## src/rtl/nids_pkg.sv

```systemverilog
// Shared widths, default depth and output-framing state encoding for the
// NIDS ingress path (input FIFOs and the downstream arbiter).
package nids_pkg;

    localparam int NIDS_DATA_W = 64;
    localparam int NIDS_CTRL_W = 8;
    localparam int NIDS_DEPTH  = 16;

    typedef enum logic [1:0] {
        WAIT_HDR = 2'd0,
        IN_HDR   = 2'd1,
        IN_PAY   = 2'd2
    } frame_state_e;

    // A nonzero control word marks a header or trailer word.
    function automatic frame_state_e frame_next(input frame_state_e state,
                                                input logic         marker);
        frame_state_e nxt;
        nxt = state;
        case (state)
            WAIT_HDR: if (marker)  nxt = IN_HDR;
            IN_HDR:   if (!marker) nxt = IN_PAY;
            IN_PAY:   if (marker)  nxt = WAIT_HDR;
            default:               nxt = WAIT_HDR;
        endcase
        return nxt;
    endfunction

endpackage

```

## src/rtl/nids_fifo_mem.sv

```systemverilog
// Word storage for the input FIFO: one synchronous write port and one
// asynchronous read port so the head word falls through combinationally.
module nids_fifo_mem
    import nids_pkg::*;
#(
    parameter int DATA_W = NIDS_DATA_W,
    parameter int CTRL_W = NIDS_CTRL_W,
    parameter int DEPTH  = NIDS_DEPTH,
    localparam int AW     = $clog2(DEPTH),
    localparam int WORD_W = DATA_W + CTRL_W
) (
    input  logic              clk,
    input  logic              wr_en,
    input  logic [AW-1:0]     wr_addr,
    input  logic [WORD_W-1:0] wr_word,
    input  logic [AW-1:0]     rd_addr,
    output logic [WORD_W-1:0] rd_word
);

    logic [WORD_W-1:0] mem_q [DEPTH];

    // Contents are not reset; the pointers and count define what is valid.
    always_ff @(posedge clk) begin
        if (wr_en) begin
            mem_q[wr_addr] <= wr_word;
        end
    end

    assign rd_word = mem_q[rd_addr];

endmodule

```

## src/rtl/nids_in_fifo.sv

```systemverilog
// First-word-fall-through ingress FIFO with an output framing checker that
// counts forwarded packets and flags payload words seen outside a packet.
//
//   state    | meaning
//   WAIT_HDR | between packets, next popped word should be a header
//   IN_HDR   | inside a (possibly multi-word) header
//   IN_PAY   | inside payload, next marker word is the trailer
module nids_in_fifo
    import nids_pkg::*;
#(
    parameter int DATA_W = NIDS_DATA_W,
    parameter int CTRL_W = NIDS_CTRL_W,
    parameter int DEPTH  = NIDS_DEPTH,
    localparam int AW     = $clog2(DEPTH),
    localparam int CW     = AW + 1
) (
    input  logic              clk,
    input  logic              reset,
    input  logic [DATA_W-1:0] in_data,
    input  logic [CTRL_W-1:0] in_ctrl,
    input  logic              in_wr,
    output logic              in_rdy,
    output logic [DATA_W-1:0] out_data,
    output logic [CTRL_W-1:0] out_ctrl,
    output logic              out_wr,
    input  logic              out_rdy,
    output logic [CW-1:0]     fifo_cnt,
    output logic [15:0]       pkt_cnt,
    output logic              frame_err
);

    logic [AW-1:0] wr_ptr_q, wr_ptr_d;
    logic [AW-1:0] rd_ptr_q, rd_ptr_d;
    logic [CW-1:0] cnt_q, cnt_d;
    frame_state_e  state_q, state_d;
    logic [15:0]   pkt_cnt_q, pkt_cnt_d;
    logic          frame_err_q, frame_err_d;

    logic                     push;
    logic                     pop;
    logic                     head_marker;
    logic [DATA_W+CTRL_W-1:0] head_word;

    // in_rdy depends only on the registered count, so a pop in the same
    // cycle never frees space for a push until the following cycle.
    assign in_rdy = (cnt_q != CW'(DEPTH));
    assign out_wr = (cnt_q != '0) && out_rdy;
    assign push   = in_wr && in_rdy;
    assign pop    = out_wr;

    nids_fifo_mem #(
        .DATA_W (DATA_W),
        .CTRL_W (CTRL_W),
        .DEPTH  (DEPTH)
    ) u_mem (
        .clk     (clk),
        .wr_en   (push),
        .wr_addr (wr_ptr_q),
        .wr_word ({in_ctrl, in_data}),
        .rd_addr (rd_ptr_q),
        .rd_word (head_word)
    );

    assign out_data    = head_word[DATA_W-1:0];
    assign out_ctrl    = head_word[DATA_W +: CTRL_W];
    assign head_marker = |out_ctrl;

    always_comb begin
        wr_ptr_d = wr_ptr_q;
        rd_ptr_d = rd_ptr_q;
        cnt_d    = cnt_q;
        if (push) begin
            wr_ptr_d = wr_ptr_q + AW'(1);
        end
        if (pop) begin
            rd_ptr_d = rd_ptr_q + AW'(1);
        end
        case ({push, pop})
            2'b10:   cnt_d = cnt_q + CW'(1);
            2'b01:   cnt_d = cnt_q - CW'(1);
            default: cnt_d = cnt_q;
        endcase
    end

    // Framing only observes popped words; data is forwarded regardless.
    always_comb begin
        state_d     = state_q;
        pkt_cnt_d   = pkt_cnt_q;
        frame_err_d = 1'b0;
        if (pop) begin
            state_d = frame_next(state_q, head_marker);
            if (state_q == WAIT_HDR && !head_marker) begin
                frame_err_d = 1'b1;
            end
            if (state_q == IN_PAY && head_marker) begin
                pkt_cnt_d = pkt_cnt_q + 16'd1;
            end
        end
    end

    always_ff @(posedge clk) begin
        if (reset) begin
            wr_ptr_q    <= '0;
            rd_ptr_q    <= '0;
            cnt_q       <= '0;
            state_q     <= WAIT_HDR;
            pkt_cnt_q   <= '0;
            frame_err_q <= 1'b0;
        end else begin
            wr_ptr_q    <= wr_ptr_d;
            rd_ptr_q    <= rd_ptr_d;
            cnt_q       <= cnt_d;
            state_q     <= state_d;
            pkt_cnt_q   <= pkt_cnt_d;
            frame_err_q <= frame_err_d;
        end
    end

    assign fifo_cnt  = cnt_q;
    assign pkt_cnt   = pkt_cnt_q;
    assign frame_err = frame_err_q;

endmodule

```

## config.mk

```make
export PLATFORM = sky130hd
export DESIGN_NAME = nids_in_fifo
export DESIGN_NICKNAME = d
export VERILOG_FILES = /design/src/rtl/nids_pkg.sv /design/src/rtl/nids_fifo_mem.sv /design/src/rtl/nids_in_fifo.sv
export SDC_FILE = /design/constraint.sdc
export NUM_CORES = 1
export LEC_CHECK = 0
export BUFFER_PORTS_ARGS = -buffer_cell sky130_fd_sc_hd__buf_2
export CAP_MARGIN = 10
export CORE_MARGIN = 10
export CORE_UTILIZATION = 55
export CTS_BUF_LIST = sky130_fd_sc_hd__clkbuf_2 sky130_fd_sc_hd__clkbuf_4 sky130_fd_sc_hd__clkbuf_8
export DETAILED_ROUTE_END_ITERATION = 16
export PLACE_DENSITY_LB_ADDON = 0.05
export SYNTH_ARGS = -nofsm -noshare
export SYNTH_HDL_FRONTEND = slang
export SYNTH_SLANG_ARGS = --single-unit
```

## constraint.sdc

```tcl
create_clock -name clk -period 6.55 [get_ports clk]
set_clock_uncertainty 0.15 [all_clocks]
set_input_delay 0.3275 -clock clk [delete_from_list [all_inputs] [get_ports clk]]
set_output_delay 0.3275 -clock clk [all_outputs]
set_load 0.05 [all_outputs]
```

==> impl_results.md <==
* CP required at 7.09 ns
* Ports at 172
* Logic depth of the worst register-to-register path at 10
* Worst Hold Class: input port to register
* GRT Total Usage at 21.3%
* Clk_lat worst skew at 0.81 ns
* Area of the die at 93700 um^2
* Height of the die at 306 um
* Synthesized area divided by synthesized cell count at 24.1 um^2
* Pre-antenna DRT Iters at 5
* Post-synthesis sequential area ratio at 78.4%
* Routed Antenna Nets at 0
* Setup-violating endpoint count in the final report at 0
* Total Power Consumption at 17.8 mW
* Ys async rst share at 0%
* Instance count of the mapped netlist at 1870
* First-pass GRT wire length at 147000 um
* Placed standard-cell area at 47400 um^2
* Total number of clock tree sinks at 1188
* Power per cell area at 344 nW/um^2
* Layout area overhead at 14.9%
* Total nets after synthesis at 1956
* Critical Path, Cell by Cell: buf_4, mux4_2, nand2_1, nand3_1, or3_1, nor4_4, buf_4, or3_1, a21oi_1, dlygate4sd3_1
* Number of buffers added on ports at 171
* Static Leak at 16.2 nW
* Number of nets at the end of the flow at 2327
* Count of hold buffers inserted by post-cts repair at 76
* Peak supply drop at 0.288 mV
* Initial drt markers at 1735
* Routed wirelength normalized by instance count at 28.8 um
* Effective utilization at floorplan at 55.7%
* Warnings from Yosys at 0
* Unrepaired setup endpoints after global routing: false
* Number of buffers on the longest clock path at 3
* Final design area excluding fillers at 51700 um^2
* Clock slew seen by the registers of the worst setup and hold paths at 0.07 ns
* Gpl congestion at 0.763
* Number of core rows at 104
* Count of unresolved DRC violations after routing at 0
* Remaining max-slew budget at the tightest pin at 22.3%
* Final cycle utilization of the critical path at 68.8%
* Final hold viol count at 0
* Die width at 306 um
* Number of synthesized flops with an enable pin at 1152
* Final min period at 4.50 ns
* TritonCTS clock tree: yes
* Most frequent cells in the layout: 1152 x sky130_fd_sc_hd__edfxtp_1, 344 x sky130_fd_sc_hd__mux4_2, 189 x sky130_fd_sc_hd__clkbuf_8
* Post-CTS setup buffer count at 0
* Commonest non-fill, non-tap cell in the layout: sky130_fd_sc_hd__edfxtp_1
* Main synth FF type: sky130_fd_sc_hd__edfxtp_1
* Critical path class: register to register
* Via count of the first global-routing pass at 22800
* Root buf cell: sky130_fd_sc_hd__clkbuf_8
* Hold path cells at 2
* Number of antenna violations at the first check in global routing at 9
* Maximum number of pins on one net before global-route repair at 126
* Sum of net half-perimeters after detailed placement at 47900 um
* Outcome: finished clean
* Final core occ at 64.0%
* Maximum capacitance violations at 0
* Sort of element at the end of the critical path: register
* Post-CTS resize count at 0
* Number of unique standard cell types used by synthesis at 41
* DR vias/cell at 6.10
* Kind of launch point of the worst setup path: register
* CTS Buf Count at 184
* Drt total wl at 98900 um
* Slew @ Worst Pin at 1.16 ns
* Final Max Slew Viols at 0
* Area of the placeable core at 80800 um^2
* Number of synthesized register bits at 1188
* Mapped cell area at 45000 um^2
* GRT Residual Overflow at 0
* Maximum clock frequency at 222 MHz
* Via count at 21000
* Crit path DAT at 5.04 ns
* Layout cells sized above 1 at 35.8%
* Maximum net fanout on the critical path at 47
* Largest stage delay on the critical path at 1.00 ns
* Slowest cell on the critical path: sky130_fd_sc_hd__dfxtp_4
* Post-route setup TNS at 0 ns
* CTS H-tree depth at 4
==> cells by family (layout without fill, tap and decap cells) <==
kind of cell | count (synthesis) | count (layout) | share of synthesized area, %
compound gates | 68 | 68 | 0.937
xor+xnor | 10 | 10 | 0.195
fa+ha+maj | 10 | 10 | 0.278
buf+inv | 102 | 607 | 0.998
flops | 1188 | 1188 | 78.4
mux | 366 | 366 | 17.7
other cells | 0 | 4 | 0
simple gates | 126 | 126 | 1.43
==> Yosys cell counts, types with 3 or more instances <==
cell type	number	area, um^2
sky130_fd_sc_hd__nor3_1	8	40.0
sky130_fd_sc_hd__o21ai_0	11	55.1
sky130_fd_sc_hd__and3_1	4	25.0
sky130_fd_sc_hd__inv_1	6	22.5
sky130_fd_sc_hd__buf_1	16	60.1
sky130_fd_sc_hd__xor2_1	8	70.1
sky130_fd_sc_hd__buf_2	17	85.1
sky130_fd_sc_hd__buf_6	5	56.3
sky130_fd_sc_hd__and2_1	4	25.0
sky130_fd_sc_hd__nor2b_1	8	50.1
sky130_fd_sc_hd__nor2_1	33	124
sky130_fd_sc_hd__or4_1	10	75.1
sky130_fd_sc_hd__a22oi_1	4	30.0
sky130_fd_sc_hd__mux4_2	344	7750
sky130_fd_sc_hd__a21oi_1	29	145
sky130_fd_sc_hd__o211ai_1	3	22.5
sky130_fd_sc_hd__a221oi_1	9	78.8
sky130_fd_sc_hd__mux2i_1	19	190
sky130_fd_sc_hd__clkbuf_1	55	206
sky130_fd_sc_hd__dfxtp_1	36	721
sky130_fd_sc_hd__edfxtp_1	1152	34600
sky130_fd_sc_hd__ha_1	10	125
sky130_fd_sc_hd__nand2_1	27	101
sky130_fd_sc_hd__o31ai_1	10	75.1
sky130_fd_sc_hd__or3_1	7	43.8
sky130_fd_sc_hd__nand3_1	13	65.1
==> through the flow <==
step / hold slack (ns) / instances / setup slack [ns]
final: 0.287 / 3439 / 2.05
after global routing: 0.257 / 3438 / 1.66
after CTS: 0.209 / 3435 / 1.86
after detailed placement: 0.329 / 3039 / 2.31
after global placement: 0.311 / 3039 / 2.34
after floorplan: 0.276 / 1870 / 0.930
==> worst paths after layout <==
check	startpoint	end	slack [ns]
worst max register to register	register	state_q[0]$_SDFFE_PP0P_	2.05
worst min register to register	pkt_cnt[10]$_SDFFE_PP0P_	pkt_cnt[10]$_SDFFE_PP0P_	0.35
worst min-delay path	in_data[51]	u_mem.mem_q[2][51]$_DFFE_PP_	0.29
worst max-delay path	register	state_q[0]$_SDFFE_PP0P_	2.05
==> critical path, delay by kind of cell, from the launching register on <==
kind / cells / cell delay (ns)
compound gates: 1 / 0.06
mux: 1 / 0.59
flops: 1 / 1.00
simple gates: 5 / 0.99
buf+inv: 3 / 1.56
==> state kept, by name (all words and copies together), names as in the netlist, named ones only <==
signal	count
frame_err	1
wr_ptr_q	4
pkt_cnt	16
u_mem.mem_q	1152
state_q	2
rd_ptr_q	4
fifo_cnt	5
==> power breakdown <==
group	switching [mW]	leakage, nW	total, mW	internal, mW
sequential	0.137	10.7	8.68	8.55
clock	2.78	1.89	6.06	3.28
combinational	1.78	3.63	3.03	1.24
total	4.70	16.2	17.8	13.1
==> layout make-up <==
cell class	instances	area [um^2]
Sequential cell	1188	35300
Fill cell	5377	29100
Multi-Input combinational cell	580	9390
Clock buffer	245	3020
Timing Repair Buffer	280	2050
Tap cell	1060	1330
Clock inverter	75	564
Inverter	7	31.3
Antenna cell	4	10.0
==> routing by layer <==
layer,up-vias,GRT usage (%),wire length [um]
met5,-,0,35
met4,6,6.08,1830
met3,142,4.41,5970
met2,672,35.4,50400
met1,11300,28.6,40700
li1,8822,-,-
Note: power is estimated with default switching activity, not from simulation.
